===== src/rtl/intpipe_p.sv =====
// intpipe_p: three-stage integer pipeline (issue/read, execute, writeback)
// with an internal register file, a {V,C,N,Z} flags register and full
// forwarding from EX and WB into the issue stage. A valid/ready handshake
// on both ends lets the downstream consumer freeze the whole pipeline.
module intpipe_p #(
    parameter int WIDTH = 16,
    parameter int REGS  = 8,
    localparam int AW   = $clog2(REGS)
) (
    input  logic             clk,
    input  logic             rst,
    input  logic             in_valid,
    output logic             in_ready,
    input  logic [3:0]       in_op,
    input  logic [AW-1:0]    in_a,
    input  logic [AW-1:0]    in_b,
    input  logic [AW-1:0]    in_c,
    input  logic             host_we,
    input  logic [AW-1:0]    host_addr,
    input  logic [WIDTH-1:0] host_data,
    output logic             res_valid,
    input  logic             out_ready,
    output logic [WIDTH-1:0] res_data,
    output logic [AW-1:0]    res_dst,
    output logic [3:0]       res_flags
);

    // Opcode encoding; 11..15 fall through to NOP behaviour.
    localparam logic [3:0] OP_NOP = 4'd0;
    localparam logic [3:0] OP_ADD = 4'd1;
    localparam logic [3:0] OP_SUB = 4'd2;
    localparam logic [3:0] OP_AND = 4'd3;
    localparam logic [3:0] OP_OR  = 4'd4;
    localparam logic [3:0] OP_XOR = 4'd5;
    localparam logic [3:0] OP_NOT = 4'd6;
    localparam logic [3:0] OP_SHL = 4'd7;
    localparam logic [3:0] OP_SHR = 4'd8;
    localparam logic [3:0] OP_MOV = 4'd9;
    localparam logic [3:0] OP_CMP = 4'd10;

    // Ops 1..9 produce a register result; CMP only touches the flags.
    function automatic logic op_writes(input logic [3:0] op);
        return (op >= OP_ADD) && (op <= OP_MOV);
    endfunction

    // Ops 1..10 update the flags register when they retire.
    function automatic logic op_sets_flags(input logic [3:0] op);
        return (op >= OP_ADD) && (op <= OP_CMP);
    endfunction

    // Global advance: only a held result that the consumer refuses stalls us.
    logic adv;

    // EX stage registers: operands are already resolved at issue.
    logic             ex_valid;
    logic [3:0]       ex_op;
    logic [WIDTH-1:0] ex_a;
    logic [WIDTH-1:0] ex_b;
    logic [AW-1:0]    ex_dst;
    logic             ex_wr;
    logic             ex_fl;

    // WB stage registers: the retiring result and its side effects.
    logic             wb_valid;
    logic [WIDTH-1:0] wb_data;
    logic [AW-1:0]    wb_dst;
    logic             wb_wr;
    logic             wb_fl;
    logic [3:0]       wb_flags;
    logic             wb_commit;

    // Architectural state.
    logic [WIDTH-1:0] rf [REGS];
    logic [3:0]       flags_q;

    // ALU results for the instruction sitting in EX.
    logic [WIDTH-1:0] alu_res;
    logic [3:0]       alu_flags;
    logic [WIDTH:0]   sum_ext;
    logic [WIDTH:0]   diff_ext;

    // Issue-stage operands after forwarding.
    logic [WIDTH-1:0] opnd_a;
    logic [WIDTH-1:0] opnd_b;

    assign adv       = !(wb_valid && !out_ready);
    assign in_ready  = adv;
    assign wb_commit = wb_valid && adv;

    // A write to R0 is demoted to a non-writing op so it can never forward.
    assign ex_wr = ex_valid && op_writes(ex_op) && (ex_dst != '0);
    assign ex_fl = ex_valid && op_sets_flags(ex_op);

    assign sum_ext  = {1'b0, ex_a} + {1'b0, ex_b};
    assign diff_ext = {1'b0, ex_a} - {1'b0, ex_b};

    // Execute: compute the result and the candidate flags for the EX op.
    always_comb begin
        logic carry;
        logic ovf;
        alu_res = '0;
        carry   = 1'b0;
        ovf     = 1'b0;
        case (ex_op)
            OP_ADD: begin
                alu_res = sum_ext[WIDTH-1:0];
                carry   = sum_ext[WIDTH];
                ovf     = (ex_a[WIDTH-1] == ex_b[WIDTH-1]) &&
                          (sum_ext[WIDTH-1] != ex_a[WIDTH-1]);
            end
            OP_SUB, OP_CMP: begin
                alu_res = diff_ext[WIDTH-1:0];
                carry   = diff_ext[WIDTH];
                ovf     = (ex_a[WIDTH-1] != ex_b[WIDTH-1]) &&
                          (diff_ext[WIDTH-1] != ex_a[WIDTH-1]);
            end
            OP_AND: alu_res = ex_a & ex_b;
            OP_OR:  alu_res = ex_a | ex_b;
            OP_XOR: alu_res = ex_a ^ ex_b;
            OP_NOT: alu_res = ~ex_a;
            OP_SHL: begin
                alu_res = {ex_a[WIDTH-2:0], 1'b0};
                carry   = ex_a[WIDTH-1];
            end
            OP_SHR: begin
                alu_res = {1'b0, ex_a[WIDTH-1:1]};
                carry   = ex_a[0];
            end
            OP_MOV: alu_res = ex_a;
            default: alu_res = '0;
        endcase
        alu_flags = {ovf, carry, alu_res[WIDTH-1], (alu_res == '0)};
    end

    // Source A: EX result beats WB result beats the register file.
    always_comb begin
        opnd_a = (in_a == '0) ? '0 : rf[in_a];
        if (wb_valid && wb_wr && (wb_dst == in_a)) begin
            opnd_a = wb_data;
        end
        if (ex_wr && (ex_dst == in_a)) begin
            opnd_a = alu_res;
        end
    end

    // Source B: same priority chain as source A.
    always_comb begin
        opnd_b = (in_b == '0) ? '0 : rf[in_b];
        if (wb_valid && wb_wr && (wb_dst == in_b)) begin
            opnd_b = wb_data;
        end
        if (ex_wr && (ex_dst == in_b)) begin
            opnd_b = alu_res;
        end
    end

    // Issue into EX on every advancing edge; an empty input becomes a bubble.
    always_ff @(posedge clk or negedge rst) begin
        if (!rst) begin
            ex_valid <= 1'b0;
            ex_op    <= OP_NOP;
            ex_a     <= '0;
            ex_b     <= '0;
            ex_dst   <= '0;
        end else if (adv) begin
            ex_valid <= in_valid;
            if (in_valid) begin
                ex_op  <= in_op;
                ex_a   <= opnd_a;
                ex_b   <= opnd_b;
                ex_dst <= in_c;
            end
        end
    end

    // Move the EX result into WB on every advancing edge.
    always_ff @(posedge clk or negedge rst) begin
        if (!rst) begin
            wb_valid <= 1'b0;
            wb_data  <= '0;
            wb_dst   <= '0;
            wb_wr    <= 1'b0;
            wb_fl    <= 1'b0;
            wb_flags <= '0;
        end else if (adv) begin
            wb_valid <= ex_valid;
            wb_data  <= alu_res;
            wb_dst   <= ex_dst;
            wb_wr    <= ex_wr;
            wb_fl    <= ex_fl;
            wb_flags <= alu_flags;
        end
    end

    // Register file: retiring result plus host port; WB wins a same-address clash.
    always_ff @(posedge clk or negedge rst) begin
        if (!rst) begin
            for (int i = 0; i < REGS; i++) begin
                rf[i] <= '0;
            end
        end else begin
            if (wb_commit && wb_wr) begin
                rf[wb_dst] <= wb_data;
            end
            if (host_we && (host_addr != '0) &&
                !(wb_commit && wb_wr && (wb_dst == host_addr))) begin
                rf[host_addr] <= host_data;
            end
        end
    end

    // Flags register follows the retiring flag-setting instruction.
    always_ff @(posedge clk or negedge rst) begin
        if (!rst) begin
            flags_q <= '0;
        end else if (wb_commit && wb_fl) begin
            flags_q <= wb_flags;
        end
    end

    assign res_valid = wb_valid;
    assign res_data  = wb_data;
    assign res_dst   = wb_dst;
    assign res_flags = flags_q;

endmodule


===== config.mk =====
export PLATFORM = sky130hd
export DESIGN_NAME = intpipe_p
export DESIGN_NICKNAME = d
export VERILOG_FILES = /design/src/rtl/intpipe_p.sv
export SDC_FILE = /design/constraint.sdc
export NUM_CORES = 1
export LEC_CHECK = 0
export CORE_MARGIN = 2
export CORE_UTILIZATION = 55
export CTS_BUF_LIST = sky130_fd_sc_hd__clkbuf_4 sky130_fd_sc_hd__clkbuf_8
export DETAILED_ROUTE_END_ITERATION = 7
export PLACE_DENSITY = 0.79
export SLEW_MARGIN = 20
export SYNTH_ARGS = -nofsm -noshare
export SYNTH_HDL_FRONTEND = slang
export SYNTH_SLANG_ARGS = --single-unit

===== constraint.sdc =====
create_clock -name clk -period 3.61 [get_ports clk]
set_input_delay 1.083 -clock clk [delete_from_list [all_inputs] [get_ports clk]]
set_output_delay 1.083 -clock clk [all_outputs]
set_load 0.1 [all_outputs]

==> summary.txt <==
Reg-to-reg startpoint: ex_a[1]$_DFFE_PN0P_
Unrepaired setup endpoints after global routing: yes
Worst slew pin tran: 835 ps
Via Count: 12,700
Final hold viol count: 0
Placed cells: 1,896
# DRC: 0
ANT cells: 0
Die footprint: 27,000 um^2
Synth cell types: 80
CTS tree: built
Ys Warns: 0
Crit. Startpoint: ex_a[1]$_DFFE_PN0P_
CTS Buf Count: 17
Setup slack, reg-to-reg: 50 ps
Class of the worst hold path: reg -> reg
Final setup fails: 0
Worst EP required: 3990 ps
Top Ports: 62
FILL cells: 2,055
Total wire length: 44,100 um
Minimum clock period: 3560 ps
Largest net degree at the start of global routing: 76
First-pass GRT wire length: 69,200 um
H-tree depth: 4
Area Overhead vs Synth: 13.9%
Static leakage: 6.69 nW
Clock Sinks: 197
Initial drt markers: 1,294
Share of cells above drive strength 1: 20.1%
Worst vdd ir: 0.430 mV
Post-synthesis sequential area ratio: 34.8%
Mapped Cells: 1,529
Design Power: 12.2 mW
Critical path class: reg -> reg
Final net count: 1,675
Post-synth EDFFs: 0
Skew-Pair Late Insertion Delay: 490 ps
Worst-path clk slew: 130 ps
Worst Skew: 26.8 ps
Final Core Density: 63.8%
Worst EP arrival: 3940 ps
Syn Nets: 1,616
DR vias/cell: 6.58
Max Fclk: 281 MHz
Port Buffers: 61
Post-route insts no fill: 1,931
Slew headroom: 43.8%
Max Cap Viol: 0
PD cells: 756 nW/um^2
Antenna-violating nets left: 0
Slew Limit Fails: 0
Mapped Area: 14,200 um^2
CTS Buffer Depth: 2
Ys async rst share: 100%
Worst-path fanout max: 4
#FFs+latches synth: 197
Result of the run: finished clean
Final Cell Area: 16,100 um^2
Startpoint types: register
Detailed-router iteration count before antenna repair: 6
Row count: 58
Vias in the first global route: 12,300
Area after DPL: 15,500 um^2
Core Region: 25,300 um^2
Grt total ovfl: 0
Hold_buf cts: 0
CTS Root Cell: clkbuf_8
Routed WL per cell: 22.8 um
HPWL Detailed: 31,700 um
Critical Path End Type: register
DIE WIDTH: 164 um
FF-to-FF path depth: 11
Die Span Y: 164 um
Mapped Avg Cell Area: 9.26 um^2
Placer Congestion: 1.04
Top FF cell, synth: dfrtp_1
Final Cycle Share: 98.7%
Antenna violations before repair: 0
Initial Util: 56.1%
Critical path destination: wb_flags[0]$_DFFE_PN0N_
Hold Startpoint: wb_flags[3]$_DFFE_PN0N_
FF-to-FF End: wb_flags[0]$_DFFE_PN0N_
Total track usage: 33.3%
-- metrics by stage --
step / hold slack [ps] / TNS (ps) / setup WS (ps)
5_1_grt: 543 / -62.5 / -62.5
6_report: 520 / 0 / 46.7
4_1_cts: 520 / 0 / 8.55
3_5_place_dp: 495 / 0 / 2.78
3_3_place_gp: 476 / 0 / 43.2
2_1_floorplan: 444 / 0 / 157
-- sequential cells by signal, indices dropped and copies added (netlist names) --
| name | cells |
|---|---|
| rf | 128 |
| ex_a | 16 |
| ex_b | 16 |
| res_data | 15 |
| ex_op | 4 |
| res_flags | 4 |
| wb_flags | 4 |
| ex_dst | 3 |
| res_dst | 3 |
| ex_valid | 1 |
| res_valid | 1 |
| wb_fl | 1 |
| wb_wr | 1 |
-- power by group --
part	leakage [nW]	internal (mW)	switching, mW
Sequential	2.38	2.93	0.969
Combinational	4.09	2.68	4.08
Clock	0.213	0.603	0.928
Total	6.69	6.21	5.98
-- worst min-delay path by stage --
stage	end	slack, ps	cells past startpoint
after floorplan	wb_flags[0]$_DFFE_PN0N_	440	2
after global placement	wb_fl$_DFFE_PN0N_	480	2
after detailed placement	res_flags[0]$_DFFE_PN0P_	490	1
after CTS	res_flags[3]$_DFFE_PN0P_	520	1
after global routing	res_flags[0]$_DFFE_PN0P_	540	1
final	res_flags[3]$_DFFE_PN0P_	520	1
-- critical path: stages (launching register included) --
cell and delay, ps:
dfrtp_1 410, inv_1 130, ha_1 290, o21ba_1 220, or4_4 460, a211oi_2 290, o21ba_2 240, o21ba_2 200
o311a_1 140, o21ai_0 190, or4_4 600, o41ai_4 280
-- synth_stat cells, types with 4 or more instances --
library cell | count | area (um^2)
ha_1 | 48 | 601
a2bb2oi_1 | 4 | 35.0
inv_1 | 56 | 210
clkbuf_1 | 102 | 383
nor4b_1 | 6 | 52.6
buf_2 | 13 | 65.1
o21ai_0 | 134 | 671
or2_2 | 5 | 31.3
or3_1 | 5 | 31.3
a21oi_1 | 117 | 586
nor2b_1 | 13 | 81.3
mux4_2 | 64 | 1440
o211ai_1 | 26 | 195
buf_1 | 10 | 37.5
nand4_1 | 5 | 31.3
nor3_1 | 14 | 70.1
and3_1 | 4 | 25.0
nor2_1 | 170 | 638
a221oi_1 | 9 | 78.8
a211oi_1 | 6 | 45.0
o22ai_1 | 7 | 43.8
a31oi_1 | 14 | 87.6
nand2b_1 | 7 | 43.8
mux2i_1 | 152 | 1520
o31ai_1 | 5 | 37.5
a32oi_1 | 7 | 61.3
xor2_1 | 17 | 149
or4_1 | 6 | 45.0
o21bai_1 | 6 | 45.0
dfrtp_1 | 197 | 4930
nand2_1 | 157 | 589
o221ai_1 | 6 | 52.6
a21o_1 | 7 | 52.6
nor4_1 | 6 | 37.5
o41ai_1 | 4 | 35.0
nand3_1 | 12 | 60.1
a22oi_1 | 15 | 113
mux2_2 | 30 | 338
-- cell usage in the layout, fill, tap and decap left out, types with 11 or more instances in the layout --
| cell type | n |
|---|---|
| inv_1 | 54 |
| dfrtp_1 | 195 |
| clkdlybuf4s50_1 | 31 |
| a31oi_1 | 14 |
| a22oi_1 | 15 |
| nor2b_1 | 13 |
| o211ai_1 | 26 |
| xor2_1 | 17 |
| clkbuf_8 | 18 |
| o21ai_0 | 132 |
| nand3_1 | 11 |
| mux2i_1 | 152 |
| nor2_1 | 164 |
| mux4_2 | 64 |
| mux2_2 | 30 |
| buf_4 | 126 |
| nor3_1 | 13 |
| nand2_1 | 156 |
| ha_1 | 43 |
| a21oi_1 | 116 |
-- layout make-up --
class                           instances  area, um^2  area share (%)
Timing Repair Buffer                  170        1440            8.94
Sequential cell                       197        4930            30.6
Tap cell                              330         413            2.56
Multi-Input combinational cell       1144        8680            53.8
Clock inverter                         15         206            1.28
Clock buffer                           17         234            1.45
Inverter                               58         218            1.35
-- cells by family after synthesis --
kind of cell             Yosys count  share of synthesized area, %
flip-flops                       197                          34.8
AND/OR/NAND/NOR                  422                          13.0
adder cells (fa/ha/maj)           50                          4.52
AO/OA/AOI/OAI                    406                          17.8
XOR/XNOR                          20                          1.24
buffers and inverters            188                          5.31
multiplexers                     246                          23.3
-- per-layer routing --
layer | vias to the layer above | GRT usage, % | part of all wire [%]
met5 | - | 0 | 0
met2 | 660 | 55.4 | 49
li1 | 5660 | - | -
met3 | 157 | 4.37 | 7.0
met4 | 0 | 15.5 | 4.6
met1 | 6225 | 43.6 | 40
-- timing repair --
item                                    4_1_cts  5_1_grt
buffers inserted                              0        3
endpoints found under the setup margin        1        3
pin swaps                                     0       12
resized for setup                             1       30
Power figures use the tool's default switching activity.
==> edit (config.mk and constraints unchanged) <==
The parameter `REGS` goes from 8 to 16.
--- a/src/rtl/intpipe_p.sv
+++ b/src/rtl/intpipe_p.sv
@@ -4,7 +4,7 @@
 // on both ends lets the downstream consumer freeze the whole pipeline.
 module intpipe_p #(
     parameter int WIDTH = 16,
-    parameter int REGS  = 8,
+    parameter int REGS  = 16,
     localparam int AW   = $clog2(REGS)
 ) (
     input  logic             clk,
Interface: changed (5 resized); port bits go from 62 to 67. The function was not compared with the original's and may differ.
==> edit against the original RTL <==
- clock power grew to 2.6 times the old value
- sequential share of layout area increased by 1.5 points
- cell count grew 47%
- wire length is 65% higher
- core utilization shrank 1.3 points
- cell area is 58% higher
- power up 52%
- sequential cell count up 130
- area after synthesis up 60%
- critical endpoint unchanged
- die area grew 58%
- setup slack improved by 0.24 ns
- largest power group unchanged
- hold slack worse by 0.087 ns
- first-iteration DRC count is 68% higher
==> edit: results (changes against the original RTL) <==
Outcome
Result of the run: completed (unchanged).

Layout
The final design area excluding fillers is 25500 um^2 (was 16100 um^2). The non-clock buffer count in the final layout is 180 (was 170). The count of inserted antenna diode cells is 1 (was 0).

The clock tree cell share of total cell area came to 0.0514 (was 0.0273). The combined flip-flop and latch cell area was 8180 um^2 (was 4930 um^2). The number of multi-input combinational cells in the layout is 1644 (was 1144). The buffer share of cell area is 0.0713 (was 0.0894).

Clocking
The CTS clock-pin slew for the worst setup and hold paths is 0.06 ns (was 0.13 ns). The number of levels in the clock H-tree is 2 (was 4). The maximum buffer depth of the clock tree came to 3 (was 2).

Place
The detailed placement HPWL was 47.5 mm (was 31.7 mm). The global placer's final weighted congestion is 0.930 (was 1.04). The worst-case setup slack after placement came to 0.170 ns (was 0.00278 ns).

Global routing
The met2 layer usage reported by global route is 0.544 (was 0.554). The met1 demand-to-capacity share in global routing is 0.450 (was 0.436). The global-route wire length before repair is 112 mm (was 69.2 mm). The total routing usage reported by global routing was 0.347 (was 0.333).

Synth
The count of unique library cells instantiated by Yosys is 100 (was 80). The gate count of the mapped netlist is 2247 (was 1529).

Hold path
The type of the most critical hold path is in -> async (was reg -> reg).

Routing
The top routing layer in use is met5 (was met4). The length of routed wiring on met1 is 26.7 mm (was 17.5 mm).

STA
The final worst clock skew is 0.0452 ns (was 0.0268 ns).

Worst setup path
The flop-to-flop setup slack is 0.29 ns (was 0.05 ns).

Floorplan
The number of placement rows is 74 (was 58).
## edit: power by group through the flow
stage	clock network (W)	registers [W]	logic, W
2_1_floorplan	0	0.00642	0.00550
3_3_place_gp	0	0.00640	0.00761
3_5_place_dp	0	0.00651	0.00783
4_1_cts	0.00395	0.00646	0.00786
5_1_grt	0.00411	0.00668	0.00861
6_report	0.00393	0.00656	0.00800
## edit: worst min path at each step
| stage | from | end | slack, ns | cells after the start |
|---|---|---|---|---|
| floorplan | wb_fl | wb_fl | 0.44 | 2 |
| CTS | rst | rf[121] | 0.46 | 1 |
| finish | rst | rf[12] | 0.43 | 1 |
| global placement | wb_fl | wb_fl | 0.45 | 2 |
| global route | rst | rf[45] | 0.46 | 1 |
| detailed placement | wb_fl | wb_fl | 0.47 | 2 |
## edit: worst max-delay path, cell delays in order, from the launching register on
cell,delay (ns)
sky130_fd_sc_hd__dfrtp_1,0.41
sky130_fd_sc_hd__inv_1,0.09
sky130_fd_sc_hd__ha_1,0.19
sky130_fd_sc_hd__inv_1,0.06
sky130_fd_sc_hd__fa_1,0.42
sky130_fd_sc_hd__nor3b_2,0.20
sky130_fd_sc_hd__o31ai_2,0.32
sky130_fd_sc_hd__a211oi_2,0.13
sky130_fd_sc_hd__o21ai_0,0.30
sky130_fd_sc_hd__o211ai_1,0.18
sky130_fd_sc_hd__a221oi_2,0.31
sky130_fd_sc_hd__buf_4,0.17
sky130_fd_sc_hd__inv_1,0.08
sky130_fd_sc_hd__nor4_2,0.25
sky130_fd_sc_hd__a22o_1,0.16
## edit: timing repair
item / in CTS / in global routing
setup endpoints to repair: 0 / 1
endpoints found under the hold margin: 0 / 0
gates resized for setup: 0 / 3
buffers inserted: 0 / 0
